--- src/rtl/mc_main_controller.sv ---
`default_nettype none
// ============================================================================
// Module   : mc_main_controller
// Brief    : Main control FSM of the multi-cycle MIPS core, with memory states
//            stretched by MEM_WAIT stall cycles.
// Revision : 1.0 - initial release
// ============================================================================
module mc_main_controller #(
  parameter int MEM_WAIT = 0
) (
  input  logic       clk,
  input  logic       reset,
  input  logic [5:0] opcode,
  input  logic       zero,
  output logic       ir_write,
  output logic       pc_en,
  output logic       i_or_d,
  output logic       mem_write,
  output logic       reg_write,
  output logic       reg_dst,
  output logic       mem_to_reg,
  output logic       alu_src_a,
  output logic [1:0] alu_src_b,
  output logic [1:0] pc_src,
  output logic [1:0] alu_op,
  output logic       error_flag,
  output logic [3:0] state
);

  typedef enum logic [3:0] {
    S_FETCH   = 4'd0,
    S_DECODE  = 4'd1,
    S_MEMADR  = 4'd2,
    S_MEMRD   = 4'd3,
    S_MEMWB   = 4'd4,
    S_MEMWR   = 4'd5,
    S_EXECUTE = 4'd6,
    S_ALUWB   = 4'd7,
    S_BRANCH  = 4'd8,
    S_ADDIEX  = 4'd9,
    S_ADDIWB  = 4'd10,
    S_JUMP    = 4'd11,
    S_ILLEGAL = 4'd12
  } state_t;

  localparam logic [3:0] c_MEM_WAIT = 4'(MEM_WAIT);
  localparam logic [5:0] c_OP_LW    = 6'b100011;
  localparam logic [5:0] c_OP_SW    = 6'b101011;
  localparam logic [5:0] c_OP_RTYPE = 6'b000000;
  localparam logic [5:0] c_OP_BEQ   = 6'b000100;
  localparam logic [5:0] c_OP_ADDI  = 6'b001000;
  localparam logic [5:0] c_OP_J     = 6'b000010;

  state_t     r_state;
  state_t     w_next;
  logic [3:0] r_cnt;
  logic       w_last;
  logic       w_mem;
  logic       w_pc_write;
  logic       w_branch;
  logic       w_ir_write;
  logic       w_mem_write;
  logic       w_reg_write;
  logic       w_error;

  assign w_last = (r_cnt == c_MEM_WAIT);
  assign w_mem  = (r_state == S_FETCH) || (r_state == S_MEMRD) || (r_state == S_MEMWR);

  // Counter restarts whenever the state changes, so every memory state is entered with cnt=0.
  always_ff @(posedge clk or posedge reset) begin
    if (reset) begin
      r_state <= S_FETCH;
      r_cnt   <= 4'd0;
    end else begin
      r_state <= w_next;
      if (w_next != r_state)
        r_cnt <= 4'd0;
      else if (w_mem && (r_cnt < c_MEM_WAIT))
        r_cnt <= r_cnt + 4'd1;
    end
  end

  always_comb begin
    w_next      = S_FETCH;
    w_pc_write  = 1'b0;
    w_branch    = 1'b0;
    w_ir_write  = 1'b0;
    w_mem_write = 1'b0;
    w_reg_write = 1'b0;
    w_error     = 1'b0;
    i_or_d      = 1'b0;
    reg_dst     = 1'b0;
    mem_to_reg  = 1'b0;
    alu_src_a   = 1'b0;
    alu_src_b   = 2'b00;
    pc_src      = 2'b00;
    alu_op      = 2'b00;
    case (r_state)
      S_FETCH: begin
        alu_src_b  = 2'b01;
        w_ir_write = w_last;
        w_pc_write = w_last;
        w_next     = w_last ? S_DECODE : S_FETCH;
      end
      S_DECODE: begin
        alu_src_b = 2'b11;
        case (opcode)
          c_OP_LW, c_OP_SW: w_next = S_MEMADR;
          c_OP_RTYPE:       w_next = S_EXECUTE;
          c_OP_BEQ:         w_next = S_BRANCH;
          c_OP_ADDI:        w_next = S_ADDIEX;
          c_OP_J:           w_next = S_JUMP;
          default:          w_next = S_ILLEGAL;
        endcase
      end
      S_MEMADR: begin
        alu_src_a = 1'b1;
        alu_src_b = 2'b10;
        w_next    = (opcode == c_OP_LW) ? S_MEMRD : S_MEMWR;
      end
      S_MEMRD: begin
        i_or_d = 1'b1;
        w_next = w_last ? S_MEMWB : S_MEMRD;
      end
      S_MEMWB: begin
        mem_to_reg  = 1'b1;
        w_reg_write = 1'b1;
      end
      S_MEMWR: begin
        i_or_d      = 1'b1;
        w_mem_write = 1'b1;
        w_next      = w_last ? S_FETCH : S_MEMWR;
      end
      S_EXECUTE: begin
        alu_src_a = 1'b1;
        alu_op    = 2'b10;
        w_next    = S_ALUWB;
      end
      S_ALUWB: begin
        reg_dst     = 1'b1;
        w_reg_write = 1'b1;
      end
      S_BRANCH: begin
        alu_src_a = 1'b1;
        alu_op    = 2'b01;
        pc_src    = 2'b01;
        w_branch  = 1'b1;
      end
      S_ADDIEX: begin
        alu_src_a = 1'b1;
        alu_src_b = 2'b10;
        w_next    = S_ADDIWB;
      end
      S_ADDIWB: w_reg_write = 1'b1;
      S_JUMP: begin
        pc_src     = 2'b10;
        w_pc_write = 1'b1;
      end
      S_ILLEGAL: w_error = 1'b1;
      default: w_next = S_FETCH;
    endcase
  end

  // Strobes are gated by reset directly so no write escapes while reset is held.
  assign ir_write   = w_ir_write & ~reset;
  assign pc_en      = (w_pc_write | (w_branch & zero)) & ~reset;
  assign mem_write  = w_mem_write & ~reset;
  assign reg_write  = w_reg_write & ~reset;
  assign error_flag = w_error & ~reset;
  assign state      = r_state;

endmodule
`default_nettype wire

--- config.mk ---
export PLATFORM = sky130hd
export DESIGN_NAME = mc_main_controller
export DESIGN_NICKNAME = d
export VERILOG_FILES = /design/src/rtl/mc_main_controller.sv
export SDC_FILE = /design/constraint.sdc
export NUM_CORES = 1
export LEC_CHECK = 0
export BUFFER_PORTS_ARGS = -buffer_cell sky130_fd_sc_hd__buf_4
export CAP_MARGIN = 25
export CELL_PAD_IN_SITES_DETAIL_PLACEMENT = 0
export CELL_PAD_IN_SITES_GLOBAL_PLACEMENT = 2
export CORE_ASPECT_RATIO = 1.1
export CORE_MARGIN = 3
export CORE_UTILIZATION = 18
export DETAILED_ROUTE_END_ITERATION = 16
export PLACE_DENSITY = 0.78
export SYNTH_ARGS = -nofsm -noshare
export SYNTH_HDL_FRONTEND = slang
export SYNTH_SLANG_ARGS = --single-unit
export TNS_END_PERCENT = 1
--- constraint.sdc ---
create_clock -name clk -period 1.3 [get_ports clk]
set_input_delay 0.195 -clock clk [delete_from_list [all_inputs] [get_ports clk]]
set_output_delay 0.195 -clock clk [all_outputs]
set_load 0.01 [all_outputs]
Word level (Yosys, flattened, before mapping):

Cells that the tools add are included.

* add/sub/neg operators: 1
* multipliers: 0
* div/mod/pow operators: 0
* magnitude comparators: 1
* equality and inequality tests: 18
* shift-type cells: 0
* mux-type cells: 21
* bitwise logic cells: 8
* reduce and logical (&&, ||, !) cells: 12

Operators by type and width (number)
* 4-bit case mux with 7 select lines: 1
* 4-bit == test (second input constant): 5
* 4-bit case mux with 5 select lines: 1
* 4-bit by 3-bit == test with 1-bit output (second input constant): 4
* 6-bit == test (second input constant): 2
* 1-bit 2-to-1 mux: 10
* 3-bit 2-to-1 mux: 3
* 4-bit by 2-bit == test with 1-bit output (second input constant): 2
* 4-bit logical NOT: 2
* 4-bit 2-to-1 mux: 2
* 2-bit case mux with 2 select lines: 2
* 1-bit AND: 6
* 6-bit by 2-bit == test with 1-bit output (second input constant): 1
* 6-bit by 3-bit == test with 1-bit output (second input constant): 1
* 6-bit by 4-bit == test with 1-bit output (second input constant): 1
* 6-bit logical NOT: 1
* 2-bit case mux with 3 select lines: 1
* 2-bit OR reduction: 3
* 4-bit by 1-bit adder with 4-bit output (second input constant): 1
* 4-bit by 1-bit == test with 1-bit output (second input constant): 1
* 4-bit by 1-bit less-than comparator with 1-bit output (second input constant): 1
* 4-bit != test: 1
* 4-bit OR reduction: 1
* 3-bit OR reduction: 1
* 6 further kinds: 7

* bits in registers: 8
* latch bits: 0
* memory bits (writable): 0
* ROM bits: 0
* input port bits: 9
* output and inout port bits: 19
* memories: 0

Depth between registers and ports, before layout:

* depth in word-level cells: 6
* mapped depth: 5

Least setup slack after synthesis:

Ideal clock, no wire load.

* path kind: reg-to-output
* from: register r_state[1] (netlist: state[1])
* to: output reg_write
* arrival time: 1266 ps
* data required time: 1105 ps
* path slack: -161 ps
* cell stages (with the launch flop): 6
* buffers on the path: 1
* path through: dfrtp_1 clkbuf_1 nand2_1 nor2_1 a21oi_1 nor2_1

* word-level cells in the longest chain between the ends: 4

Ends and longest elaborated chain
* from (decl): RTL line 54 `state_t r_state;`
* from (signal assigned): RTL line 75 `r_state <= w_next;`
* 4-bit == test / 4-bit by 3-bit == test with 1-bit output (equally long branches): RTL line 98 `case (r_state)`
* 3-bit OR reduction (no source line) *
* 1-bit 2-to-1 mux *: RTL line 98
* 1-bit AND *: RTL line 168 `assign reg_write = w_reg_write & ~reset;`
* to (decl): RTL line 19 `output logic reg_write,`

Mark *: on every way between the ends. The rest lies on a longest branch, timed or not.

Worst setup path in the final report:

Ends and elaborated chain as after synthesis.

==> metrics.md <==
| Metric | Value |
|---|---|
| Xor-xnor portion of the synthesized cell area | `7.59%` |
| P per Cell Area | `between 900 and 1000 mW/mm²` |
| Hold Path End | `state[2]` |
| VDD IR max | `roughly 0.47 mV` |
| Gate Count Post-Synth | `65` |
| Adder-cell share of the synthesized area | `0%` |
| Distinct cells, synth | `29` |
| Filler Cells Inserted | `270` |
| Met3 Use GR | `3.27%` |
| Switching share of power | `38.3%` |
| Port bufs | `27` |
| Sequential element share of the synthesized area | `a little over a fifth` |
| Fraction of layout cells with a size suffix above 1 | `between 60% and 70%` |
| Largest family of logic cells by synthesized area | `simple AND/OR/NAND/NOR gates` |
| Iter 0 DRT Violations | `4` |
| Final Skew | `2.42 ps` |
| Crit Path Category | `reg2out` |
| Via density | `between 4 and 5` |
| Max reg flops | `4` |
| Yosys warns | `0` |
| Worst Tran Pin Value | `~380 ps` |
| Ant diodes | `0` |
| Hold depth | `3` |
| Simple-Gate Fraction of Synth Area | `between 30% and 40%` |
| Gpl congestion | `around 0.72` |
| Final instance count without filler cells | `141` |
| Clk_lat worst skew | `about 230 ps` |
| Synth-to-layout area growth | `110%` |
| Post-Syn Area | `roughly 460 µm²` |
| Crit-path max FO | `4` |
| Final Setup Violations | `16` |
| Reg2reg start | `state[1]` |
| Relative slew margins | `74.8%` |
| GRT busiest layer | `met2` |
| Clock Power Share | `17.0%` |
| Crit end category | `primary output` |
| GRT Residual Overflow | `0` |
| TritonCTS clock tree | `built` |
| Hold Startpoint | `opcode[4]` |
| R2r worst-path depth | `5` |
| Worst reg2reg endpoint | `state[0]` |
| Final Hold Viols | `0` |
| Clock Sink Count | `4` |
| RSZ-0062 raised after global routing | `yes` |
| Critical path launch point | `state[1]` |
| Core ar. | `0.00234 mm²` |
| Placed cells | `133` |
| Outcome | `finished, violations left` |
| GR Util met2 | `19.1%` |
| Sw Pwr | `349 µW` |
| Worst Hold Class | `in2reg` |
| GR Util All Layers | `11.3%` |
| Crit share post-route | `118%` |
| # H-tree levels | `1` |
| Top Ports | `28` |
| Chip height | `59.1 µm` |
| Vias in the first global route | `roughly 630` |
| Rows | `18` |
| Clk buf depth | `2` |
| Compound-Gate Fraction of Synth Area | `between 20% and 30%` |
| Worst EP required | `1110 ps` |
| Grt met1 use | `12.8%` |
| Die area | `0.00321 mm²` |
| Largest net degree at the start of global routing | `11` |
| Average wire per standard cell | `12.5 µm` |
| Initial Utilization | `19.7%` |
| Final WL | `1770 µm` |
| Post-DP HPWL | `1320 µm` |
| Seq cells post-synth | `4` |
| ANT nets after route | `0` |
| Vias | `674` |
| Die W | `54.3 µm` |
| Fin nets | `122` |
| Combinational power share | `64.8%` |
| CTS clk-pin slew, worst paths | `40 ps` |
| Drc violations | `0` |
| Place WS | `-119 ps` |
| Max-slew violation count | `0` |
| Initial antenna violation count | `0` |
| Maximum clock frequency | `655 MHz` |
| First-pass GRT wire length | `2630 µm` |
| Syn nets | `between 70 and 80` |
| LEAKAGE | `0.425 nW` |
| FF-to-FF setup slack | `-30 ps` |
| Failing checks | `negative setup slack` |
| Num CTS Buffers | `3` |
| Tmin final | `roughly 1500 ps` |
| Syn_area_per_cell | `7.10 µm²` |
| Max-cap viol count | `0` |
| Mux contribution to synthesized area | `2.17%` |
| CTS Root Buffer Type | `clkbuf_4` |
| Worst Setup Start Kind | `flip-flop` |
| Hold Slack | `299 ps` |
| Crit path DAT | `1330 ps` |
| Final worst setup slack | `-228 ps` |
| Drt pass-1 iters | `4` |
| Sequential power share | `18.2%` |
| Cell Int Power | `561 µW` |
metrics by stage:
step           total power, mW  utilization (%)  cell area [µm²]  setup TNS, ps
6_report                 0.910             41.4              970          -2120
5_1_grt                  0.975             41.4              970          -3420
4_1_cts                  0.850             37.4              877          -2880
3_5_place_dp             0.649             34.3              803           -210
3_3_place_gp             0.643             34.3              803           -124
2_1_floorplan            0.405                -              472           -278
synthesized netlist by cell type, drive strengths merged:
cell type | number | share of area [%]
a2111oi | 2 | 5.1
a21oi | 4 | 4.3
a221oi | 1 | 1.9
a31oi | 1 | 1.4
buf | 3 | 5.1
clkbuf | 3 | 2.4
dfrtp | 4 | 22
inv | 3 | 2.4
mux2i | 1 | 2.2
nand2 | 2 | 1.6
nand2b | 4 | 5.4
nand3 | 3 | 3.3
nor2 | 7 | 5.7
nor2b | 1 | 1.4
nor3 | 13 | 14
nor4 | 1 | 1.4
o211ai | 1 | 1.6
o21ai | 2 | 2.2
o31ai | 1 | 1.6
o32ai | 2 | 3.8
or2 | 1 | 1.4
or4 | 1 | 2.4
xnor2 | 2 | 3.8
xor2 | 2 | 3.8
power groups by stage:
| stage | Sequential (mW) | Combinational, mW | Clock, mW |
|---|---|---|---|
| 2_1_floorplan | 0.168 | 0.237 | 0 |
| 3_3_place_gp | 0.161 | 0.482 | 0 |
| 3_5_place_dp | 0.162 | 0.487 | 0 |
| 4_1_cts | 0.160 | 0.527 | 0.162 |
| 5_1_grt | 0.168 | 0.636 | 0.171 |
| 6_report | 0.165 | 0.590 | 0.155 |
final cells by class:
class	count	area (µm²)	area share, %
well taps	30	37.5	3.87
flip-flops and latches	4	103	10.6
repair buffers	49	393	40.5
multi-input cells	52	400	41.3
inverters	3	13.8	1.42
clock buffers	3	22.5	2.32
per-layer routing:
metal | up-vias | routed length, µm | part of all wire (%)
met2 | 23 | 908 | 51
met3 | 2 | 130 | 7.4
met5 | - | 0 | 0
met1 | 320 | 710 | 40
li1 | 329 | - | -
met4 | 0 | 17 | 0.96
critical path, stage by stage, from the launching register on:
cell and delay, ps:
dfrtp_1 420, buf_6 150, inv_4 60, mux2i_1 180
a21oi_1 80, nor2_1 90, buf_4 120
worst max-delay path by stage:
stage / to / slack [ps] / cells past startpoint
floorplan: state[2] / -70 / 5
global placement: state[3] / -100 / 4
detailed placement: state[3] / -120 / 4
CTS: pc_en / -290 / 5
global route: reg_write / -320 / 6
finish: reg_write / -230 / 6
cell families (layout without fill, tap and decap cells):
family | Yosys count | in the layout
mux | 1 | 1
compound gates | 14 | 14
flops | 4 | 4
xor+xnor | 4 | 4
buf+inv | 9 | 55
simple gates | 33 | 33
cells in the final DEF (no fill, tap or decap), types with 2 or more instances in the layout:
| master | count |
|---|---|
| nor2_1 | 6 |
| nor3_1 | 7 |
| xnor2_1 | 2 |
| xor2_1 | 2 |
| dfrtp_2 | 2 |
| dfrtp_1 | 2 |
| nor3_2 | 5 |
| nand2b_4 | 3 |
| buf_6 | 4 |
| o32ai_1 | 2 |
| nand3_1 | 3 |
| clkbuf_4 | 3 |
| buf_4 | 43 |
| inv_1 | 2 |
| a21oi_1 | 3 |
| nand2_1 | 2 |
what timing repair did:
item / in CTS / in global routing
hold endpoints to repair: 4 / 0
setup endpoints to repair: 16 / 20
hold buffers: 1 / 0
gates resized for setup: 7 / 18
cloned: 0 / 0
pin swaps: 3 / 1
buffers inserted: 2 / 2
(Power assumes the default switching activity.)
